`config.mk`:
```
export PLATFORM = sky130hd
export DESIGN_NAME = procfix_sample_fifo
export DESIGN_NICKNAME = d
export VERILOG_FILES = /design/src/rtl/procfix_pkg.sv /design/src/rtl/procfix_fifo_mem.sv /design/src/rtl/procfix_sample_fifo.sv
export SDC_FILE = /design/constraint.sdc
export NUM_CORES = 1
export LEC_CHECK = 0
export ABC_AREA = 1
export CORE_MARGIN = 8
export CORE_UTILIZATION = 25
export DETAILED_ROUTE_END_ITERATION = 8
export HOLD_SLACK_MARGIN = 0.15
export SLEW_MARGIN = 30
export SYNTH_ARGS = -nofsm -noshare
export SYNTH_HDL_FRONTEND = slang
export SYNTH_SLANG_ARGS = --single-unit
```
`constraint.sdc`:
```
create_clock -name clk -period 2.57 [get_ports clk]
set_input_delay 0.3855 -clock clk [delete_from_list [all_inputs] [get_ports clk]]
set_output_delay 0.3855 -clock clk [all_outputs]
set_load 0.01 [all_outputs]
```
`src/rtl/procfix_pkg.sv`:
```
// rtl/procfix_pkg.sv - shared request/output codes and width helper for the sample FIFO
package procfix_pkg;

    // Source request codes driven on req_in
    localparam logic [1:0] REQ_IDLE      = 2'd0;
    localparam logic [1:0] REQ_SAMPLE    = 2'd1;

    // Output qualifier codes driven on out_en
    localparam logic [1:0] OUT_NONE      = 2'd0;
    localparam logic [1:0] OUT_SAMPLE    = 2'd1;
    localparam logic [1:0] OUT_FRAME_END = 2'd2;

    // Channel tag width; a single channel still carries a 1-bit tag
    function automatic int ch_width(input int ch);
        return (ch > 1) ? $clog2(ch) : 1;
    endfunction

endpackage

```
`src/rtl/procfix_fifo_mem.sv`:
```
// rtl/procfix_fifo_mem.sv - DEPTH x WIDTH storage, one synchronous write port, one synchronous read port
// Ports:
//   clk, rst   clock, asynchronous active-high reset (clears the read register only)
//   we, waddr, wdata   write port, entry written at the rising edge when we = 1
//   re, raddr, rdata   read port, rdata loads mem[raddr] at the rising edge when re = 1, else holds
module procfix_fifo_mem
    import procfix_pkg::*;
#(
    parameter int WIDTH = 32,
    parameter int DEPTH = 8,
    parameter int AW    = $clog2(DEPTH)
) (
    input  logic             clk,
    input  logic             rst,
    input  logic             we,
    input  logic [AW-1:0]    waddr,
    input  logic [WIDTH-1:0] wdata,
    input  logic             re,
    input  logic [AW-1:0]    raddr,
    output logic [WIDTH-1:0] rdata
);

    logic [WIDTH-1:0] mem [DEPTH];

    always_ff @(posedge clk) begin
        if (we) begin
            mem[waddr] <= wdata;
        end
    end

    // Read register holds between reads, which gives the output its hold behaviour
    always_ff @(posedge clk or posedge rst) begin
        if (rst) begin
            rdata <= '0;
        end else if (re) begin
            rdata <= mem[raddr];
        end
    end

endmodule

```
`src/rtl/procfix_sample_fifo.sv`:
```
// rtl/procfix_sample_fifo.sv - request-driven sample FIFO with interleaved channel tagging
// Ports:
//   clk, rst   single clock, asynchronous active-high reset
//   in         signed sample from source, valid the cycle after req_in = REQ_SAMPLE
//   req_in     registered source request code (REQ_IDLE / REQ_SAMPLE)
//   rd_ready   downstream accepts one sample this cycle
//   io_out     registered output sample, holds when out_en = OUT_NONE
//   out_ch     channel tag of io_out
//   out_en     OUT_NONE / OUT_SAMPLE / OUT_FRAME_END (tag CH-1)
//   count      current FIFO occupancy
module procfix_sample_fifo
    import procfix_pkg::*;
#(
    parameter int DATA_W = 31,
    parameter int DEPTH  = 8,
    parameter int CH     = 2,
    parameter int CH_W   = ch_width(CH),
    parameter int AW     = $clog2(DEPTH),
    parameter int CNT_W  = $clog2(DEPTH) + 1
) (
    input  logic                     clk,
    input  logic                     rst,
    input  logic signed [DATA_W-1:0] in,
    output logic [1:0]               req_in,
    input  logic                     rd_ready,
    output logic signed [DATA_W-1:0] io_out,
    output logic [CH_W-1:0]          out_ch,
    output logic [1:0]               out_en,
    output logic [CNT_W-1:0]         count
);

    localparam logic [CNT_W:0]  DEPTH_V = (CNT_W+1)'(DEPTH);
    localparam logic [CH_W-1:0] LAST_CH = CH_W'(CH - 1);

    logic                   req_q;   // request issued last cycle; its sample is on `in` now
    logic [AW-1:0]          wptr;
    logic [AW-1:0]          rptr;
    logic [CH_W-1:0]        wch;
    logic                   pop_q;   // a pop happened at the last edge
    logic                   push;
    logic                   pop;
    logic [CNT_W-1:0]       count_next;
    logic [CNT_W:0]         commit_next;
    logic [CH_W+DATA_W-1:0] rdata;

    assign push = req_q;
    // Pop only from stored entries, so a sample pushed into an empty FIFO is never popped at the same edge
    assign pop  = rd_ready && (count != '0);

    assign count_next  = count + CNT_W'(push) - CNT_W'(pop);
    // Occupancy after this edge plus the request still outstanding after it (today's req_in).
    // A new request is only issued if it still fits, so the FIFO can never overflow.
    assign commit_next = {1'b0, count_next} + (CNT_W+1)'(req_in == REQ_SAMPLE);

    always_ff @(posedge clk or posedge rst) begin
        if (rst) begin
            req_in <= REQ_IDLE;
            req_q  <= 1'b0;
            wptr   <= '0;
            rptr   <= '0;
            wch    <= '0;
            count  <= '0;
            pop_q  <= 1'b0;
        end else begin
            req_in <= (commit_next < DEPTH_V) ? REQ_SAMPLE : REQ_IDLE;
            req_q  <= (req_in == REQ_SAMPLE);
            if (push) begin
                wptr <= wptr + 1'b1;
                wch  <= (wch == LAST_CH) ? '0 : wch + 1'b1;
            end
            if (pop) begin
                rptr <= rptr + 1'b1;
            end
            count <= count_next;
            pop_q <= pop;
        end
    end

    procfix_fifo_mem #(
        .WIDTH (CH_W + DATA_W),
        .DEPTH (DEPTH),
        .AW    (AW)
    ) u_mem (
        .clk   (clk),
        .rst   (rst),
        .we    (push),
        .waddr (wptr),
        .wdata ({wch, in}),
        .re    (pop),
        .raddr (rptr),
        .rdata (rdata)
    );

    assign io_out = $signed(rdata[DATA_W-1:0]);
    assign out_ch = rdata[CH_W+DATA_W-1:DATA_W];

    always_comb begin
        out_en = OUT_NONE;
        if (pop_q) begin
            out_en = (out_ch == LAST_CH) ? OUT_FRAME_END : OUT_SAMPLE;
        end
    end

endmodule

```
==> results.json <==
{
  "status": "completed",
  "final_common_cell": "sky130_fd_sc_hd__nand2_1",
  "power_switching_share_pct": 35.4,
  "clock_skew_ns": 0.0106,
  "clkSinkCount": 302,
  "avgRoutedWirePerCell_um": 15.3,
  "synth.net_count": 1233,
  "final_slew_violations": 0,
  "first_pass_iteration_count_of_the_detailed_router": 4,
  "post_cts_hold_buffer_count": 0,
  "post_drt_via_cell_ratio": 4.07,
  "net-switching-power_mw": 5.95,
  "routed-via-count": 7963,
  "p_per_area_mw_per_mm2": 1110,
  "dpl-instance-area_mm2": 0.0142,
  "tightest_slew_ns": 0.885,
  "final_nets": 1301,
  "floorplan.die_area_mm2": 0.0579,
  "drt_wl_total_um": 30000,
  "placementRows": 82,
  "syn2layout_area_growth_pct": 20.0,
  "num-fill-cells": 5056,
  "worstHoldPathType": "in -> async",
  "remaining_drc_errors": 0,
  "drive_above_1_share_pct": 6.40,
  "grt_util_all_layers_pct": 10.2,
  "clk_root_buffer_cell": "sky130_fd_sc_hd__clkbuf_16",
  "area_inside_the_core_boundary_mm2": 0.0500,
  "achievable-frequency_mhz": 466,
  "synthesis.yosys.warnings": 0,
  "floorplan.io_pins": 74,
  "antenna_left": 0,
  "finalCriticalPeriod_ns": 2.15,
  "finalCritPeriodShare_pct": 83.5,
  "crit_type": "reg -> reg",
  "setup_repair_after_global_routing_missed_its_margin": "no",
  "cts_htree_levels": 1,
  "layout.cells.non_filler": 1956,
  "via_count_of_the_first_global_routing_pass": 8151,
  "critical_path_peak_fanout": 2,
  "final_hold_viol_count": 0,
  "seq_power_share_pct": 41.3,
  "clockPowerShare_pct": 24.6,
  "worst_ep_required_time_ns": 3.00,
  "critical_path.cell_chain": "inv_1 > ha_1 > nand2_1 > nand2_2 > inv_2 > ha_1 > inv_1 > ha_1 > fa_1 > nand3_1 > nor2_1 > nor2_1",
  "post_cts_resized": 0,
  "cts_post_setup_buffers_inserted": 0,
  "synth_seq_area_share_pct": 70.1,
  "synthCells": 1191,
  "syn-mean-instance-area_um2": 10.6,
  "synthDistinctLibCells": 19,
  "critical-path-top-delay-family": "adder cells",
  "critical_path.n_buffers_inverters": 3,
  "mostFrequentLayoutCells": "sky130_fd_sc_hd__nand2_1 (398), sky130_fd_sc_hd__edfxtp_1 (256), sky130_fd_sc_hd__inv_1 (204), sky130_fd_sc_hd__nand3_1 (194), sky130_fd_sc_hd__clkdlybuf4s50_1 (72)",
  "global_route_total_overflow": 0,
  "cp-end-kind": "flop",
  "place_inst": 1901,
  "timing.final.setup_violations": 0,
  "slew-limit-headroom_pct": 40.9,
  "worst_path_max_delay_cell": "sky130_fd_sc_hd__fa_1",
  "gp_routability_congestion": 0.739,
  "internal_power_mw": 10.9,
  "fp.dieH_um": 241,
  "critical_path_arrival_ns": 2.58,
  "clockBufferDepth": 3,
  "p_total_mw": 16.8,
  "detailedPlacementHpwl_um": 17100,
  "cts_buffers": 28,
  "chipWidth_um": 241,
  "final_core_utilization_pct": 30.3,
  "critPathMaxStageDelay_ns": 0.51,
  "pwr-share-comb_pct": 34.1,
  "synth.ff_latch_count": 302,
  "timing.critical_path.from_type": "flop",
  "final_cell_area_mm2": 0.0151,
  "grt_pass1_wl_um": 46400,
  "grt_max_degree": 130,
  "numPortBuffers": 72,
  "worstSkewPairLatency_ns": 0.55,
  "syn_area_mm2": 0.0126,
  "drv.max_cap_violation_count": 0,
  "antenna_found_initial": 4,
  "crit_top_cell": "sky130_fd_sc_hd__ha_1",
  "detail_route.iter0.violations": 381,
  "effective_utilization_at_floorplan_pct": 25.2,
  "cts_tree": "built",
  "clk_pin_slew_ns": 0.07,
  "power.ir.vdd_worst_mv": 0.770,
  "total_leakage_power_nw": 6.35
}
-- metal layers --
metal | global-route usage, % | share of wire (%)
met4 | 3.46 | 2.3
met5 | 0 | 0.043
met3 | 2.23 | 6.4
met2 | 18.0 | 50
met1 | 12.2 | 41
-- Yosys cell counts --
master,n,area (µm²)
sky130_fd_sc_hd__buf_1,4,15.0
sky130_fd_sc_hd__conb_1,1,3.75
sky130_fd_sc_hd__buf_2,40,200
sky130_fd_sc_hd__nand2_1,399,1500
sky130_fd_sc_hd__fa_1,1,20.0
sky130_fd_sc_hd__edfxtp_1,256,7690
sky130_fd_sc_hd__dfrtp_1,46,1150
sky130_fd_sc_hd__a21oi_1,1,5.00
sky130_fd_sc_hd__ha_1,7,87.6
sky130_fd_sc_hd__buf_4,6,45.0
sky130_fd_sc_hd__xnor2_1,2,17.5
sky130_fd_sc_hd__or2_2,1,6.26
sky130_fd_sc_hd__inv_1,207,777
sky130_fd_sc_hd__o21ai_0,2,10.0
sky130_fd_sc_hd__inv_2,2,7.51
sky130_fd_sc_hd__xor2_1,4,35.0
sky130_fd_sc_hd__nand3_1,194,971
sky130_fd_sc_hd__nor2_1,12,45.0
sky130_fd_sc_hd__clkbuf_1,6,22.5
-- logic make-up (layout without fill, tap and decap cells) --
kind of cell	count (synthesis)	in the layout	share of synthesized area [%]
compound gates	3	3	0.119
xor+xnor	6	6	0.417
flops	302	302	70.1
other cells	1	4	0.0298
fa+ha+maj	8	8	0.854
simple gates	606	606	20.0
buf+inv	265	355	8.47
-- per-stage QoR --
step                setup TNS [ns]  hold slack (ns)  setup WS [ns]
floorplan                   -0.837            0.435       -0.00654
global placement                 0            0.459          0.263
detailed placement               0            0.448          0.246
CTS                              0            0.206          0.415
global route                     0            0.215          0.269
finish                           0            0.205          0.425
-- power by group through the flow --
stage               Combinational (mW)  Sequential (mW)  Clock, mW
floorplan                         3.54             7.07          0
global placement                  5.75             7.02          0
detailed placement                5.84             7.05          0
CTS                               5.87             6.96       4.26
global route                      6.45             7.04       4.45
finish                            5.73             6.95       4.14
-- state kept, by name (all words and copies together), names as in the netlist --
signal	flops
rptr	3
u_mem.mem	256
push	1
pop_q	1
req_in	1
wptr	3
count	4
wch	1
u_mem.rdata	32
-- layout make-up --
cell class                      instances  area (µm²)  area share (%)
Antenna cell                            3        7.51          0.0497
Clock buffer                           34         754            4.99
Clock inverter                         18         163            1.08
Inverter                              209         787            5.21
Multi-Input combinational cell        624        2760            18.3
Sequential cell                       302        8840            58.5
Tap cell                              672         841            5.56
Timing Repair Buffer                   94         961            6.36
-- worst paths after layout --
path | from | to | slack [ns] | cells after the start
setup / recovery | count[2] | req_in[0] | 0.42 | 12
hold / removal | rst | u_mem.rdata[29] | 0.20 | 3
setup reg to reg | count[2] | req_in[0] | 0.42 | 12
hold reg to reg | req_in[0] | push | 0.47 | 0
max in group asynchronous | rst | rptr[0] | 2.08 | 3
min in group clk | req_in[0] | push | 0.47 | 0
-- tightest hold or removal path: cells and delay by family --
kind | cells | cell delay (ns)
buf+inv | 3 | 0.75
No activity file was read; power rests on OpenSTA's default activity.
